File: config.mk
export PLATFORM = sky130hd
export DESIGN_NAME = spongent_arbiter_flat
export DESIGN_NICKNAME = d
export VERILOG_FILES = /design/src/rtl/spongent_arbiter_pkg.sv /design/src/rtl/spongent_arbiter_if.sv /design/src/rtl/rr_arbiter_2.sv /design/src/rtl/spongent_arbiter.sv /design/src/flat_wrapper.sv
export SDC_FILE = /design/constraint.sdc
export NUM_CORES = 1
export LEC_CHECK = 0
export CAP_MARGIN = 20
export CELL_PAD_IN_SITES_DETAIL_PLACEMENT = 1
export CELL_PAD_IN_SITES_GLOBAL_PLACEMENT = 1
export CORE_ASPECT_RATIO = 0.8
export CORE_MARGIN = 2
export CORE_UTILIZATION = 31
export CTS_BUF_LIST = sky130_fd_sc_hd__clkbuf_16
export DETAILED_ROUTE_END_ITERATION = 16
export HOLD_SLACK_MARGIN = 0.12
export PLACE_DENSITY = 0.89
export RECOVER_POWER = 50
export SYNTH_ARGS = -nofsm -noshare
export SYNTH_HDL_FRONTEND = slang
export SYNTH_SLANG_ARGS = --single-unit
File: constraint.sdc
create_clock -name clk -period 4.5 [get_ports clk]
set_input_delay 0.45 -clock clk [delete_from_list [all_inputs] [get_ports clk]]
set_output_delay 0.45 -clock clk [all_outputs]
set_load 0.01 [all_outputs]
File: src/rtl/spongent_arbiter_pkg.sv
// Shared FSM state type and phase-counter sizing for the spongent job arbiter.
package spongent_arbiter_pkg;

    typedef enum logic [1:0] {
        ST_IDLE,
        ST_LOAD,
        ST_RUN,
        ST_DONE
    } state_e;

    // One counter times both the LOAD and RUN phases; it must hold max_cycles-1.
    function automatic int unsigned phase_cnt_width(input int unsigned max_cycles);
        return (max_cycles <= 2) ? 1 : $clog2(max_cycles);
    endfunction

endpackage

File: src/rtl/spongent_arbiter_if.sv
// Requester-side job/result bundle of the spongent arbiter (two requesters).
interface spongent_arbiter_if #(
    parameter int unsigned DATA_WIDTH = 64,
    parameter int unsigned N          = 88
);
    logic [1:0]                 req_valid;
    logic [1:0][DATA_WIDTH-1:0] req_msg;
    logic [1:0]                 req_ready;
    logic [1:0]                 rsp_valid;
    logic [N-1:0]               rsp_hash;
    logic                       rsp_timeout;

    modport master (
        output req_valid, req_msg,
        input  req_ready, rsp_valid, rsp_hash, rsp_timeout
    );

    modport slave (
        input  req_valid, req_msg,
        output req_ready, rsp_valid, rsp_hash, rsp_timeout
    );
endinterface

File: src/rtl/rr_arbiter_2.sv
// Two-way round-robin grant: ptr selects which requester has priority this round.
module rr_arbiter_2 (
    input  logic [1:0] req,
    input  logic       ptr,
    output logic [1:0] gnt
);
    always_comb begin
        // NOTE: default first so every path assigns gnt and no latch is inferred.
        gnt = 2'b00;
        if (ptr) begin
            if (req[1])      gnt = 2'b10;
            else if (req[0]) gnt = 2'b01;
        end else begin
            if (req[0])      gnt = 2'b01;
            else if (req[1]) gnt = 2'b10;
        end
    end
endmodule

File: src/rtl/spongent_arbiter.sv
// Shares one spongent hash core between two requesters: IDLE -> LOAD -> RUN -> DONE.
// Optional RUN-cycle counter on cycle_count: define SPONGENT_ARBITER_CYCLE_COUNT_EN.
module spongent_arbiter
    import spongent_arbiter_pkg::*;
#(
    parameter int unsigned DATA_WIDTH     = 64,
    parameter int unsigned N              = 88,
    parameter int unsigned RST_CYCLES     = 4,
    parameter int unsigned TIMEOUT_CYCLES = 4096
) (
    input  logic                  clk,
    input  logic                  rst_n,
    spongent_arbiter_if.slave     bus,
    output logic                  cut_rst,
    output logic [DATA_WIDTH-1:0] cut_msg,
    input  logic [N-1:0]          cut_hash,
    input  logic                  cut_end_hash,
    output logic                  busy,
    output logic [31:0]           cycle_count
);
    localparam int unsigned CNT_W = phase_cnt_width(
        (RST_CYCLES > TIMEOUT_CYCLES) ? RST_CYCLES : TIMEOUT_CYCLES);

    state_e           state, state_n;
    logic [CNT_W-1:0] cnt, cnt_n;
    logic [1:0]       gnt, gnt_q, req_ready_q;
    logic             ptr;
    logic             accept, finish_ok, finish_to;
    logic [N-1:0]     rsp_hash_q;
    logic             rsp_timeout_q;

    rr_arbiter_2 u_rr (
        .req (bus.req_valid),
        .ptr (ptr),
        .gnt (gnt)
    );

    always_comb begin
        state_n   = state;
        cnt_n     = cnt;
        accept    = 1'b0;
        finish_ok = 1'b0;
        finish_to = 1'b0;
        case (state)
            ST_IDLE: if (|bus.req_valid) begin
                accept  = 1'b1;
                state_n = ST_LOAD;
                cnt_n   = '0;
            end
            ST_LOAD: if (cnt == CNT_W'(RST_CYCLES - 1)) begin
                state_n = ST_RUN;
                cnt_n   = '0;
            end else begin
                cnt_n = cnt + CNT_W'(1);
            end
            // A done flag on the last allowed cycle beats the timeout.
            ST_RUN: if (cut_end_hash) begin
                finish_ok = 1'b1;
                state_n   = ST_DONE;
            end else if (cnt == CNT_W'(TIMEOUT_CYCLES - 1)) begin
                finish_to = 1'b1;
                state_n   = ST_DONE;
            end else begin
                cnt_n = cnt + CNT_W'(1);
            end
            ST_DONE: state_n = ST_IDLE;
            default: state_n = ST_IDLE;
        endcase
    end

    // NOTE: sequential state uses non-blocking assignments so every register samples pre-edge values.
    always_ff @(posedge clk or negedge rst_n) begin
        if (!rst_n) begin
            state         <= ST_IDLE;
            cnt           <= '0;
            gnt_q         <= '0;
            req_ready_q   <= '0;
            ptr           <= 1'b0;
            cut_msg       <= '0;
            rsp_hash_q    <= '0;
            rsp_timeout_q <= 1'b0;
        end else begin
            state       <= state_n;
            cnt         <= cnt_n;
            req_ready_q <= accept ? gnt : 2'b00;
            if (accept) begin
                gnt_q   <= gnt;
                cut_msg <= gnt[1] ? bus.req_msg[1] : bus.req_msg[0];
                ptr     <= gnt[0];
            end
            if (finish_ok) begin
                rsp_hash_q    <= cut_hash;
                rsp_timeout_q <= 1'b0;
            end else if (finish_to) begin
                rsp_hash_q    <= '0;
                rsp_timeout_q <= 1'b1;
            end
        end
    end

    assign bus.req_ready   = req_ready_q;
    assign bus.rsp_valid   = (state == ST_DONE) ? gnt_q : 2'b00;
    assign bus.rsp_hash    = rsp_hash_q;
    assign bus.rsp_timeout = rsp_timeout_q;
    assign cut_rst         = (state != ST_RUN);
    assign busy            = (state != ST_IDLE);

`ifdef SPONGENT_ARBITER_CYCLE_COUNT_EN
    logic [31:0] run_cnt, run_cnt_inc;

    assign run_cnt_inc = (&run_cnt) ? run_cnt : run_cnt + 32'd1;

    always_ff @(posedge clk or negedge rst_n) begin
        if (!rst_n) begin
            run_cnt     <= '0;
            cycle_count <= '0;
        end else begin
            if (accept)               run_cnt <= '0;
            else if (state == ST_RUN) run_cnt <= run_cnt_inc;
            if (finish_ok || finish_to) cycle_count <= run_cnt_inc;
        end
    end
`else
    assign cycle_count = '0;
`endif

endmodule

File: src/flat_wrapper.sv
// flat-port wrapper written by rule: the top's interface ports become plain ports
module spongent_arbiter_flat import spongent_arbiter_pkg::*;
#(
    parameter int unsigned DATA_WIDTH     = 64,
    parameter int unsigned N              = 88,
    parameter int unsigned RST_CYCLES     = 4,
    parameter int unsigned TIMEOUT_CYCLES = 4096
)
  (clk, rst_n, cut_rst, cut_msg, cut_hash, cut_end_hash, busy, cycle_count, bus_req_valid, bus_req_msg, bus_req_ready, bus_rsp_valid, bus_rsp_hash, bus_rsp_timeout);
  spongent_arbiter_if #(.DATA_WIDTH(DATA_WIDTH), .N(N)) bus_i ();
  input  logic clk;
  input  logic rst_n;
  output logic cut_rst;
  output logic [DATA_WIDTH-1:0] cut_msg;
  input  logic [N-1:0] cut_hash;
  input  logic cut_end_hash;
  output logic busy;
  output logic [31:0] cycle_count;
  input wire logic [$bits(bus_i.req_valid)-1:0] bus_req_valid;
  input wire logic [$bits(bus_i.req_msg)-1:0] bus_req_msg;
  output wire logic [$bits(bus_i.req_ready)-1:0] bus_req_ready;
  output wire logic [$bits(bus_i.rsp_valid)-1:0] bus_rsp_valid;
  output wire logic [$bits(bus_i.rsp_hash)-1:0] bus_rsp_hash;
  output wire logic [$bits(bus_i.rsp_timeout)-1:0] bus_rsp_timeout;
  assign bus_i.req_valid = bus_req_valid;
  assign bus_i.req_msg = bus_req_msg;
  assign bus_req_ready = bus_i.req_ready;
  assign bus_rsp_valid = bus_i.rsp_valid;
  assign bus_rsp_hash = bus_i.rsp_hash;
  assign bus_rsp_timeout = bus_i.rsp_timeout;
  spongent_arbiter #(.DATA_WIDTH(DATA_WIDTH), .N(N), .RST_CYCLES(RST_CYCLES), .TIMEOUT_CYCLES(TIMEOUT_CYCLES)) u_core (.clk(clk), .rst_n(rst_n), .bus(bus_i), .cut_rst(cut_rst), .cut_msg(cut_msg), .cut_hash(cut_hash), .cut_end_hash(cut_end_hash), .busy(busy), .cycle_count(cycle_count));
endmodule
# After elaboration in Yosys (flattened, before gate mapping)

Index checks and enable logic that the tools add are counted.

Register bits: 172
Bits of input ports: 221
Output and inout bits: 191
Logic and storage cells: 56

Add/subtract/negate cells: 1
Equality and inequality tests: 11
Multiplexer cells: 29
Reductions and logical operators: 7

Operators with widths:

| operator                                                                | count |
|---|---|
| 88-bit 2-to-1 mux                                                       | 2 |
| 64-bit 2-to-1 mux                                                       | 1 |
| 12-bit 2-to-1 mux                                                       | 4 |
| 12-bit case mux with 3 select lines                                     | 1 |
| 2-bit 2-to-1 mux                                                        | 10 |
| 12-bit by 1-bit adder with 12-bit output, second input constant         | 1 |
| 12-bit == test, second input constant                                   | 1 |
| 12-bit by 2-bit == test with 1-bit output, second input constant        | 1 |
| 1-bit 2-to-1 mux                                                        | 10 |
| 2-bit case mux with 4 select lines                                      | 1 |
| 2-bit inequality test, second input constant                            | 3 |
| 2-bit == test, second input constant                                    | 2 |
| 2-bit by 1-bit inequality test with 1-bit output, second input constant | 2 |
| 4-bit AND reduction                                                     | 1 |
| 2-bit nonzero test                                                      | 2 |
| 3-bit by 2-bit inequality test with 1-bit output, second input constant | 1 |
| 3-bit AND reduction                                                     | 1 |
| 3-bit nonzero test                                                      | 1 |
| 2-bit by 1-bit == test with 1-bit output, second input constant         | 1 |
| 2-bit logical NOT                                                       | 1 |
| 2-bit OR reduction                                                      | 1 |

# Depth between registers and ports, before layout

Depth in word-level cells: 6
Gate-level depth with buffers: 9
Depth with buffers taken out: 6

# By module

Synthesis repeated with hierarchy kept, for this count alone.

Cells, all modules: 618
Area total of the unflattened synthesis: 7350.8 µm²

Modules (own cells, without submodules):

| module           | times used | cells an instance | area an instance (µm²) |
|---|---|---|---|
| spongent_arbiter | 1          | 615               | 7332.0 |
| rr_arbiter_2     | 1          | 3                 | 18.8 |

# Least setup slack after synthesis

OpenSTA, ideal clock, no wires.

Kind: reg-to-reg
From: register u_core.state[0]
To: register u_core.cnt[4]
Setup time: 126 ps
Arrival: 2109 ps
Required time: 4374 ps
Setup slack: 2265 ps
Cell stages (with the launch flop): 10
Buffers on the path: 3
Clock period less this slack: 2235 ps
Path through: dfrtp_1 inv_1 ha_1 buf_6 and2_4 buf_6 or3_4 or2_1 buf_6 a221o_1

Longest elaborated chain between the ends: 3
Elaborated cells on any way between the ends: 9
Those cells by class: eq/ne (5); mux (1); reduce/logical (3)

RTL lines:

| element                                                              | RTL line               | RTL |
|---|---|---|
| from (decl)                                                          | spongent_arbiter.sv:24 | `state_e state, state_n;` |
| from (signal assigned)                                               | spongent_arbiter.sv:83 | `state <= state_n;` |
| 2-bit == test, or another cell as far along                          | spongent_arbiter.sv:44 | `case (state)` |
| 2-bit inequality test (no source line), or another cell as far along | n/a                    |  |
| 4-bit AND reduction (no source line)                                 | n/a                    |  |
| to (signal assigned)                                                 | spongent_arbiter.sv:84 | `cnt <= cnt_n;` |
| to (decl)                                                            | spongent_arbiter.sv:25 | `logic [CNT_W-1:0] cnt, cnt_n;` |

Several ways; a longest one is shown, not always the timed one.
A chain may end at the register's enable or synchronous reset.

# Worst setup path after layout

From: input port bus_req_valid[0]
To: register u_core.cut_msg[20]

Longest elaborated chain between the ends: 3
Elaborated cells on any way between the ends: 6
Those cells by class: mux (5); reduce/logical (1)

RTL lines:

| element                                                | RTL line                                       | RTL |
|---|---|---|
| from (decl)                                            | flat_wrapper.sv:19                             | `input wire logic [$bits(bus_i.req_valid)-1:0] bus_req_valid;` |
| 2-bit 2-to-1 mux or 2-bit OR reduction (tied branches) | rr_arbiter_2.sv:14, spongent_arbiter.sv:45     |  |
| 2-bit 2-to-1 mux or 1-bit 2-to-1 mux (tied branches)   | rr_arbiter_2.sv:10, spongent_arbiter.sv:45     |  |
| 64-bit 2-to-1 mux or 1-bit 2-to-1 mux (tied branches)  | spongent_arbiter.sv:88, spongent_arbiter.sv:44 |  |
| to (signal assigned)                                   | spongent_arbiter.sv:88                         | `cut_msg <= gnt[1] ? bus.req_msg[1] : bus.req_msg[0];` |
| to (decl)                                              | spongent_arbiter.sv:15                         | `output logic [DATA_WIDTH-1:0] cut_msg,` |

Several ways; a longest one is shown, not always the timed one.

==> out/qor.txt <==
=======================================================================================
Port Buffer Count                                                                   379
DRC violations left                                                                   0
Buffer levels on the longest clock path                                               2
Drt via density                                                                   4.817
Worst-path maximum fanout                                                            42
Unrepaired setup endpoints after global routing                                   false
Final non-filler cell area                                                   11850 um^2
Dominant register cell in the synthesized netlist                          sky130_fd_sc_hd__dfrtp_1
Core ar.                                                                     23270 um^2
Clock slew at reported path FFs                                                 0.08 ns
Vias in the first global route                                                     6621
Clock buffer count from CTS                                                          17
Initial antenna violation count                                                       4
Number of violations reported at the end of detailed-routing iteration 0            307
Maximum ir drop on the vdd rail                                                255.6 uV
Die X-Extent                                                                   175.8 um
Max-slew headroom at the worst pin                                              -76.38%
Total power                                                                    7.378 mW
Data arrival time at the worst-slack endpoint                                   3.47 ns
Total number of yosys warnings                                                        0
Routability congestion estimate from global placement                            0.8080
Number of cells upsized or downsized after cts                                        0
Total GRT Usage                                                                  20.32%
H-Tree Depth                                                                          4
Cell taking the most area after synthesis                                  sky130_fd_sc_hd__dfrtp_1
Async set or reset register ratio after synthesis                                100.0%
Clock Skew                                                                   0.01724 ns
CTS tree                                                                           done
Count of distinct cell types in the synthesized netlist                              42
Detailed Route WL                                                              25570 um
Detailed-route wire length per cell                                            19.62 um
HPWL after detailed placement                                                  19270 um
Number of nets with antenna violations after detailed routing                         0
Number of cells traversed by the worst register-to-register path                      4
Final total negative setup slack                                                   0 ns
Die height                                                                     141.5 um
Violations in the final reports                                            max-capacitance violations, max-slew violations
Overflow left after global routing                                                    0
Standard cell area after detailed placement                                  11280 um^2
Worst setup slack after placement                                              1.721 ns
Tightest Hold Check Type                                                     reg -> reg
Run status                                                                 finished, violations left
Total power per unit cell area                                             622.5 nW/um^2
Global-route wire length before repair                                         38810 um
Detailed-routing iteration count for the pre-antenna-repair pass                      6
Clock sink total                                                                    171
Layout cell share with drive strength beyond 1                                   4.559%
Mean post-synth cell area                                                    11.87 um^2
Max Clk Rate                                                                  311.6 MHz
Number of nets at the end of the flow                                              1201
Full die area                                                                24880 um^2
Post-synthesis instance area                                                  7323 um^2
Io pins                                                                             412
Hold Path Depth                                                                       1
Final WS setup                                                                 1.290 ns
Portion of synthesized cell area occupied by the leading cell type               58.43%
Effective utilization at floorplan                                               31.47%
Nature of the critical path endpoint                                               flop
Number of setup buffers added after CTS                                               0
Shortest clock period the worst path allows after layout                       3.210 ns
Portion of the post-synthesis area used by sequential elements                   58.43%
Number of flops mapped to enable cells by yosys                                       0
CTS root buffer                                                            sky130_fd_sc_hd__clkbuf_16
Area contributors post-synth                                               sky130_fd_sc_hd__dfrtp_1, sky130_fd_sc_hd__a22o_1, sky130_fd_sc_hd__mux2i_1
Post-route clock period utilization                                              71.32%
Critical setup path kind                                                      in -> reg
Least-Margin Pin Slew                                                          2.646 ns
Post-synthesis instance total                                                       617
Hold buffers post-CTS                                                                 0
Maximum number of pins on one net before global-route repair                        105
Number of cell rows                                                                  50
Count of final max-slew check failures                                              123
Hold violation total from the final report                                            0
Area growth from synthesis to layout                                             61.85%
Number of flip-flops and latches in the synthesized netlist                         171
Maximum Capacitance Violations                                                        2
Required time of the worst setup path                                           4.76 ns
Clock latency reported for the late side of the worst-skew pair                 0.43 ns
Total of endpoints with negative setup slack in the final report                      0
Total number of vias                                                               6277
Nature of the critical path startpoint                                        input pin
Leak Pwr                                                                       5.556 nW
=======================================================================================
-- logic make-up after synthesis --
group           share of synthesized area, %
flops                                  58.43
buf+inv                                6.629
mux                                    9.055
simple gates                           7.142
fa+ha+maj                              1.025
compound gates                         17.67
other cells                          0.05121
-- sequential cells by signal, indices dropped and copies added, names as in the netlist --
name,count
u_core.bus.rsp_hash,88
u_core.cnt,12
u_core.gnt_q,2
u_core.cut_msg,64
u_core.bus.rsp_timeout,1
u_core.bus.req_ready,2
u_core.state,2
-- report_power, final --
group	total (mW)	internal, mW	leakage, nW	switching [mW]
clock network	1.45	0.739	0.281	0.708
registers	2.60	2.22	2.15	0.385
logic	3.33	1.76	3.13	1.57
-- layout make-up --
class,instances,area [um^2]
clock inverter,15,156.4
sequential,171,4279
tap,312,390.4
fill,2451,11420
inverter,7,26.28
multi-input combinational,392,2694
timing repair buffer,385,3871
antenna,4,10.01
clock buffer,17,425.4
-- cell usage after synthesis (2+ instances only) --
| cell | n |
|---|---|
| sky130_fd_sc_hd__clkbuf_1 | 21 |
| sky130_fd_sc_hd__a21o_1 | 2 |
| sky130_fd_sc_hd__nor3b_1 | 2 |
| sky130_fd_sc_hd__nand2_1 | 66 |
| sky130_fd_sc_hd__ha_1 | 6 |
| sky130_fd_sc_hd__a221o_1 | 9 |
| sky130_fd_sc_hd__a22o_1 | 89 |
| sky130_fd_sc_hd__buf_6 | 3 |
| sky130_fd_sc_hd__dfrtp_1 | 171 |
| sky130_fd_sc_hd__a31oi_1 | 2 |
| sky130_fd_sc_hd__nand3_1 | 5 |
| sky130_fd_sc_hd__nor4_1 | 2 |
| sky130_fd_sc_hd__buf_4 | 32 |
| sky130_fd_sc_hd__inv_1 | 7 |
| sky130_fd_sc_hd__and4_1 | 3 |
| sky130_fd_sc_hd__and2_1 | 3 |
| sky130_fd_sc_hd__buf_2 | 18 |
| sky130_fd_sc_hd__mux2_2 | 2 |
| sky130_fd_sc_hd__and3_1 | 11 |
| sky130_fd_sc_hd__mux2i_1 | 64 |
| sky130_fd_sc_hd__buf_1 | 3 |
| sky130_fd_sc_hd__nor2_1 | 10 |
| sky130_fd_sc_hd__o21ai_0 | 66 |
| sky130_fd_sc_hd__nand4_1 | 2 |
-- cells in the final DEF, fill, tap and decap left out, drive strengths merged, types with 3 or more instances in the layout --
| cell type | count |
|---|---|
| nor2 | 10 |
| and2 | 5 |
| dfrtp | 171 |
| clkinv | 7 |
| clkbuf | 18 |
| ha | 6 |
| mux2i | 64 |
| a22o | 89 |
| a221o | 9 |
| and3 | 11 |
| buf | 6 |
| conb | 32 |
| dlygate4sd3 | 77 |
| diode | 4 |
| clkdlybuf4s50 | 301 |
| nand2 | 66 |
| o21ai | 67 |
| inv | 13 |
| and4 | 3 |
| nand3 | 5 |
-- final timing paths --
check                      slack, ns                        start                                   to
setup / recovery                1.29             bus_req_valid[0]       u_core.cut_msg[20]$_DFFE_PN0P_
hold / removal                  0.47  u_core.gnt_q[1]$_DFFE_PN0P_          u_core.gnt_q[1]$_DFFE_PN0P_
setup reg to reg                1.55  u_core.gnt_q[0]$_DFFE_PN0P_       u_core.cut_msg[20]$_DFFE_PN0P_
hold reg to reg                 0.47  u_core.gnt_q[1]$_DFFE_PN0P_          u_core.gnt_q[1]$_DFFE_PN0P_
max in group asynchronous       2.10                        rst_n    u_core.bus.req_ready[1]$_DFF_PN0_
min in group asynchronous       0.81                        rst_n  u_core.bus.rsp_hash[22]$_DFFE_PN0P_
-- layer usage --
layer / up-vias / GRT usage [%] / share of wire (%)
met5: - / 0 / 0
met4: 0 / 7.090 / 2.1
met3: 22 / 6.538 / 7.3
met2: 242 / 36.08 / 52
met1: 3129 / 23.09 / 39
li1: 2884 / - / -
-- critical path, cell delays in order --
cell	delay (ns)
sky130_fd_sc_hd__clkdlybuf4s50_1	0.56
sky130_fd_sc_hd__inv_1	0.06
sky130_fd_sc_hd__o21ai_1	1.62
sky130_fd_sc_hd__buf_12	0.38
sky130_fd_sc_hd__mux2i_1	0.26
sky130_fd_sc_hd__o21ai_0	0.12
-- metrics by stage --
step	hold WS [ns]	util (%)	cells
final	0.4689	50.93	1303
after global routing	0.5018	50.93	1303
after CTS	0.1433	50.97	1299
after global placement	0.4503	48.47	1267
after detailed placement	0.4589	48.47	1267
after floorplan	0.1544	-	648
Note: power is estimated with default switching activity, not from simulation.
